<file path="config.mk">
export PLATFORM = sky130hd
export DESIGN_NAME = x_mux_sched
export DESIGN_NICKNAME = d
export VERILOG_FILES = /design/src/rtl/x_mux_sched.sv
export SDC_FILE = /design/constraint.sdc
export NUM_CORES = 1
export LEC_CHECK = 0
export ABC_AREA = 0
export CORE_ASPECT_RATIO = 1.5
export CORE_MARGIN = 5
export CORE_UTILIZATION = 55
export DETAILED_ROUTE_END_ITERATION = 10
export DONT_BUFFER_PORTS = 1
export PLACE_DENSITY = 0.7
export SYNTH_ARGS = -nofsm -noshare
export SYNTH_HDL_FRONTEND = slang
export SYNTH_SLANG_ARGS = --single-unit
export TNS_END_PERCENT = 1
</file>
<file path="constraint.sdc">
create_clock -name clock -period 3.05 [get_ports clock]
set_input_delay 0.61 -clock clock [delete_from_list [all_inputs] [get_ports clock]]
set_output_delay 0.61 -clock clock [all_outputs]
set_load 0.02 [all_outputs]
</file>
<file path="src/rtl/x_mux_sched.sv">
`default_nettype none
// ============================================================================
// Module   : x_mux_sched
// Purpose  : Round-robin scheduler for two requesters sharing a double-rate
//            output mux. Each granted word is split into two time slices
//            (din1st/din2nd) qualified by a registered output enable.
// Revision : 1.0 - initial release
// ============================================================================
module x_mux_sched #(
  parameter int WIDTH    = 8,
  parameter int MAXBURST = 4,
  parameter int TURN     = 1
) (
  input  logic             clock,
  input  logic             reset,
  input  logic [1:0]       req,
  input  logic [1:0]       last,
  input  logic [WIDTH-1:0] data0_1st,
  input  logic [WIDTH-1:0] data0_2nd,
  input  logic [WIDTH-1:0] data1_1st,
  input  logic [WIDTH-1:0] data1_2nd,
  input  logic             cnt_clr,
  output logic [1:0]       gnt,
  output logic [1:0]       ack,
  output logic [WIDTH-1:0] din1st,
  output logic [WIDTH-1:0] din2nd,
  output logic             oe,
  output logic             busy,
  output logic [15:0]      xfer_cnt
);

  typedef enum logic [1:0] {
    S_IDLE = 2'd0,
    S_SEND = 2'd1,
    S_TURN = 2'd2
  } state_t;

  // Burst ends on the transfer that brings the burst count to MAXBURST words
  localparam logic [3:0] C_BURST_END = 4'(MAXBURST - 1);
  localparam logic [1:0] C_TURN_END  = 2'(TURN - 1);

  state_t           r_state;
  state_t           w_state_nxt;
  logic [1:0]       r_gnt;
  logic             r_last_srv;   // index of the requester served most recently
  logic [3:0]       r_burst;
  logic [1:0]       r_turn_cnt;
  logic [WIDTH-1:0] r_din1st;
  logic [WIDTH-1:0] r_din2nd;
  logic             r_oe;
  logic [15:0]      r_xfer_cnt;

  logic [1:0]       w_ack;
  logic             w_xfer;
  logic             w_last;
  logic             w_pick;
  logic             w_grant;
  logic             w_release;

  // Tie goes to the requester not served last; a lone request always wins
  assign w_pick    = (req == 2'b11) ? ~r_last_srv : req[1];
  assign w_xfer    = |w_ack;
  assign w_last    = |(w_ack & last);
  assign w_grant   = (r_state == S_IDLE) && (w_state_nxt == S_SEND);
  assign w_release = (r_state == S_SEND) && (w_state_nxt == S_TURN);

  // Consume strobe: only the owner, only while sending, never under reset
  always_comb begin
    w_ack = 2'b00;
    if (!reset && (r_state == S_SEND)) begin
      w_ack = r_gnt & req;
    end
  end

  // Next-state: a burst closes on last, on the word limit, or when the owner drops req
  always_comb begin
    w_state_nxt = r_state;
    case (r_state)
      S_IDLE:  if (req != 2'b00) w_state_nxt = S_SEND;
      S_SEND:  if (!w_xfer || w_last || (r_burst == C_BURST_END)) w_state_nxt = S_TURN;
      S_TURN:  if (r_turn_cnt == C_TURN_END) w_state_nxt = S_IDLE;
      default: w_state_nxt = S_IDLE;
    endcase
  end

  // State register
  always_ff @(posedge clock) begin
    if (reset) begin
      r_state <= S_IDLE;
    end else begin
      r_state <= w_state_nxt;
    end
  end

  // Grant, round-robin history, burst and turnaround counters
  always_ff @(posedge clock) begin
    if (reset) begin
      r_gnt      <= 2'b00;
      r_last_srv <= 1'b1;
      r_burst    <= 4'd0;
      r_turn_cnt <= 2'd0;
    end else begin
      if (w_xfer) begin
        r_burst <= r_burst + 4'd1;
      end
      if (w_grant) begin
        r_gnt   <= w_pick ? 2'b10 : 2'b01;
        r_burst <= 4'd0;
      end else if (w_release) begin
        r_gnt      <= 2'b00;
        r_last_srv <= r_gnt[1];
        r_turn_cnt <= 2'd0;
      end
      if (r_state == S_TURN) begin
        r_turn_cnt <= r_turn_cnt + 2'd1;
      end
    end
  end

  // Mux-side registers: slices and enable follow the consumed word, zero otherwise
  always_ff @(posedge clock) begin
    if (reset || !w_xfer) begin
      r_oe     <= 1'b0;
      r_din1st <= '0;
      r_din2nd <= '0;
    end else begin
      r_oe     <= 1'b1;
      r_din1st <= r_gnt[1] ? data1_1st : data0_1st;
      r_din2nd <= r_gnt[1] ? data1_2nd : data0_2nd;
    end
  end

  // Saturating transfer counter; clear wins over a same-cycle increment
  always_ff @(posedge clock) begin
    if (reset || cnt_clr) begin
      r_xfer_cnt <= 16'd0;
    end else if (w_xfer && (r_xfer_cnt != 16'hFFFF)) begin
      r_xfer_cnt <= r_xfer_cnt + 16'd1;
    end
  end

  assign gnt      = r_gnt;
  assign ack      = w_ack;
  assign din1st   = r_din1st;
  assign din2nd   = r_din2nd;
  assign oe       = r_oe;
  assign busy     = !reset && (r_state != S_IDLE);
  assign xfer_cnt = r_xfer_cnt;

endmodule
`default_nettype wire
</file>
After elaboration in Yosys (flattened, before gate mapping)

Cells that the tools add are included.

Add/sub/neg operators: 3
Multipliers: 0
Div/mod/pow operators: 0
Order comparisons: 0
Equal/unequal tests: 8
Shift-type cells: 0
Mux-type cells: 14
Bitwise gates (word level): 4
Reductions and logical operators: 22

Operator list:

| operator                | number |
|---|---|
| $mux W2                 | 9 |
| $add A16 B1 Y16 const B | 1 |
| $mux W8                 | 2 |
| $ne A16 B16 Y1 const B  | 1 |
| $reduce_bool A2 Y1      | 4 |
| $eq A2 B2 Y1 const B    | 3 |
| $pmux W2 S3             | 1 |
| $reduce_or A2 Y1        | 3 |
| $logic_and A1 B1 Y1     | 5 |
| $add A4 B1 Y4 const B   | 1 |
| $and A2 B2 Y2           | 2 |
| $eq A2 B1 Y1 const B    | 2 |
| $eq A4 B2 Y1 const B    | 1 |
| $logic_not A2 Y1        | 2 |
| $logic_or A1 B1 Y1      | 4 |
| $reduce_and A2 Y1       | 2 |
| $add A2 B1 Y2 const B   | 1 |
| $logic_not A1 Y1        | 2 |
| $mux W1                 | 2 |
| $ne A2 B1 Y1 const B    | 1 |
| $not A1 Y1              | 2 |

Flip-flop bits (word level): 44
Bits in latches: 0
Bits in writable memories: 0
Bits in read-only memories: 0
Input port bits: 39
Output and inout bits: 38
Word-level logic and storage cells: 60
Memories kept: 0

Logic depth before layout (Yosys ltp)

Depth after elaboration: 14
Gate-level depth with buffers: 6
Mapped depth without buffers: 5

Worst setup path before layout

Ideal clock, no wire load.

Kind: reg-to-output
Start point: register r_gnt[1], in the netlist gnt[1]
End point: output ack[1]
Arrival time: 1705 ps
Required time: 2440 ps
Slack: 735 ps
Cell stages (with the launch flop): 4
Buffers on the path: 2
Cell sequence: dfxtp_1 -> buf_1 -> clkbuf_1 -> and3_1

Longest elaborated chain between the ends: 2

Ends and longest elaborated chain:

| what                     | line | RTL |
|---|---|---|
| start: declaration       | 44   | `logic [1:0] r_gnt;` |
| start signal: assignment | 107  | `r_gnt <= w_pick ? 2'b10 : 2'b01;` |
| $and A2 B2 Y2            | 71   | `w_ack = r_gnt & req;` |
| $mux W2                  | 70   | `if (!reset && (r_state == S_SEND)) begin` |
| end: declaration         | 24   | `output logic [1:0] ack,` |

Every way passes these cells.

Final worst setup path

Start point: register r_state[0]
End point: register r_xfer_cnt[8], in the netlist xfer_cnt[8]

Longest elaborated chain between the ends: 5

Ends and longest elaborated chain:

| what                     | line | RTL |
|---|---|---|
| start: declaration       | 42   | `state_t r_state;` |
| start signal: assignment | 91   | `r_state <= w_state_nxt;` |
| $eq A2 B1 Y1             | 70   |  |
| $logic_and A1 B1 Y1      | 70   |  |
| $mux W2                  | 70   |  |
| $reduce_or A2 Y1         | 62   | `assign w_xfer = \|w_ack;` |
| $logic_and A1 B1 Y1      | 137  | `end else if (w_xfer && (r_xfer_cnt != 16'hFFFF)) begin` |
| end signal: assignment   | 138  | `r_xfer_cnt <= r_xfer_cnt + 16'd1;` |
| end: declaration         | 51   | `logic [15:0] r_xfer_cnt;` |

Every way passes these cells.
A chain may end at the register's enable or synchronous reset.

==> out/qor.csv <==
metric;value;unit
final_area;2090;um^2
clk_latency;290;ps
cts.repair.resized;0;
synth_top_family_by_area;simple AND/OR/NAND/NOR gates;
track_usage;0.197;
criticalPathCategory;reg2reg;
wl_per_cell;18.1;um
io_pins;77;
layout.cells.non_filler;259;
die_h;83.1;um
crit_fanout;10;
syn_nets;259;
fin_crit_sh;0.727;
antenna_left;0;
final_cell_mix;dfxtp_1, nor2_1, mux2i_1;
cts_max_level;2;
die_x;58.7;um
placed_cell_area;1990;um^2
ys_types;40;
hold_slack;379;ps
nNetsFinal;259;
yosysSeqAreaShare;0.450;
layout_commonest_cell;dfxtp_1;
drt_iter0_drc;121;
synthSimpleGateAreaFrac;0.250;
powerDensity;524;nW/um^2
root_buffer;clkbuf_8;
synth_area;1960;um^2
finalSetupViolCount;0;
skew;5.55;ps
max_freq;451;MHz
required;3270;ps
hp-class;in2reg;
slew_headroom;0.631;
synth_mux_area_frac;0.102;
max-clock-path-buffers;2;
cts_setup_buffers;0;
dieArea;4880;um^2
ir_worst_vdd;0.457;mV
port_buffers;0;
place_inst;252;
cp.arrival;2440;ps
grt_overflow;0;
synth_xor_area_frac;0.0179;
cts.sinks;44;
worst_setup_path_start_kind;flop;
rsz0062_at_grt;false;
fp-row-count;26;
static-leakage-power;0.000748;uW
core;3420;um^2
post-route-util;0.612;
diodes;0;
start_util;0.574;
outcome;completed;
vias_per_cell;6.39;
reg2reg_slack;830;ps
tritoncts;yes;
place_hpwl;3.54;mm
area_growth_syn_to_layout;6.71;%
gp_congestion;0.847;
r2r_cells;4;
final-hold-violation-count;0;
hold_path_depth;1;
synth-compound-area-share;0.133;
grt_pass1_wl;7.59;mm
end_kind;flop;
routed_wl;4.68;mm
setup-tns-final;0;ps
drv_slew;0;
drv_cap;0;
worst_pin_slew;552;ps
antenna_found_initial;0;
avgSynthCellArea;9.03;um^2
hold_buffers;0;
yosys_register_bits;44;
yosysWarnings;0;
num_vias;1656;
route.detailed.drc;0;
synth_adder_area_share;0.0192;
clk_pin_slew_worst_paths;80;ps
grt_pass1_vias;1680;
cts-buffers-inserted;5;
grt_max_degree;18;
firstDrtPassIters;4;
synth_cells;217;
drive_gt1_frac;0.0599;
post-route-min-period;2220;ps
worst paths after layout:
check             startpoint           to
setup / recovery  r_state[0]  xfer_cnt[8]
setup reg to reg  r_state[0]  xfer_cnt[8]
hold reg to reg   r_last_srv   r_last_srv
hold / removal         reset   r_state[1]
worst max-delay path, cell delays in order (launching register included):
cell and delay (ps):
dfxtp_1 390, or3b_4 410, or4_1 680, or4_1 510, a21oi_1 150
routing by layer:
metal  GRT usage  part of all wire  vias up
li1            -                 -      804
met1       0.186              0.34      762
met2       0.345              0.54       79
met3      0.0807             0.094       11
met4       0.109             0.027        0
met5           0                 0        -
cell usage after synthesis:
library cell / count / area [um^2]
dfxtp_1: 44 / 881
nor2_1: 27 / 101
mux2i_1: 20 / 200
a21oi_1: 12 / 60.1
nand2_1: 12 / 45.0
nand3_1: 12 / 60.1
or4_1: 10 / 75.1
o31ai_1: 7 / 52.6
o21ai_0: 6 / 30.0
clkbuf_1: 5 / 18.8
nor3_1: 5 / 25.0
inv_1: 4 / 15.0
nand4_1: 4 / 25.0
nor4_1: 4 / 25.0
or3_1: 4 / 25.0
a41o_1: 3 / 30.0
and3_1: 3 / 18.8
buf_1: 3 / 11.3
ha_1: 3 / 37.5
xnor2_1: 3 / 26.3
a31oi_1: 2 / 12.5
and2_1: 2 / 12.5
nand2b_1: 2 / 12.5
nor3b_1: 2 / 15.0
o311ai_0: 2 / 17.5
o41ai_1: 2 / 17.5
a21o_1: 1 / 7.51
a22o_1: 1 / 8.76
a22oi_1: 1 / 7.51
a32o_1: 1 / 10.0
and2b_1: 1 / 7.51
and4_1: 1 / 8.76
buf_2: 1 / 5.00
clkbuf_2: 1 / 5.00
nor2b_1: 1 / 6.26
o21a_1: 1 / 7.51
or2_2: 1 / 6.26
or3b_2: 1 / 8.76
or3b_4: 1 / 11.3
xor2_1: 1 / 8.76
state kept, by name (all words and copies together), names as in the netlist:
| signal | count |
|---|---|
| din2nd | 8 |
| r_state | 2 |
| xfer_cnt | 16 |
| r_last_srv | 1 |
| oe | 1 |
| din1st | 8 |
| gnt | 2 |
| r_turn_cnt | 2 |
| r_burst | 4 |
metrics by stage:
| step | worst slack [ps] | total power (uW) |
|---|---|---|
| floorplan | 735 | 706 |
| global placement | 672 | 719 |
| detailed placement | 651 | 724 |
| CTS | 836 | 1110 |
| global route | 724 | 1140 |
| finish | 834 | 1100 |
cells by family after synthesis:
kind of cell	after synthesis
xor gates and xnor gates	4
adders and majority gates	3
AOI/OAI and AO/OA	39
and+or+nand+nor	93
buffers and inverters	14
DFF	44
muxes	20
where the power goes:
| part | internal, uW | total [uW] | switching [uW] |
|---|---|---|---|
| combinational | 46.1 | 102 | 55.8 |
| sequential | 587 | 608 | 21.8 |
| clock | 202 | 386 | 184 |
| total | 835 | 1100 | 262 |
area by class of cell:
class / instances / area [um^2]
clock buffers: 7 / 96.3
well taps: 42 / 52.6
multi-input cells: 159 / 1020
fillers: 306 / 1330
repair buffers: 3 / 22.5
flip-flops and latches: 44 / 881
inverters: 4 / 15.0
(Power assumes the default switching activity.)
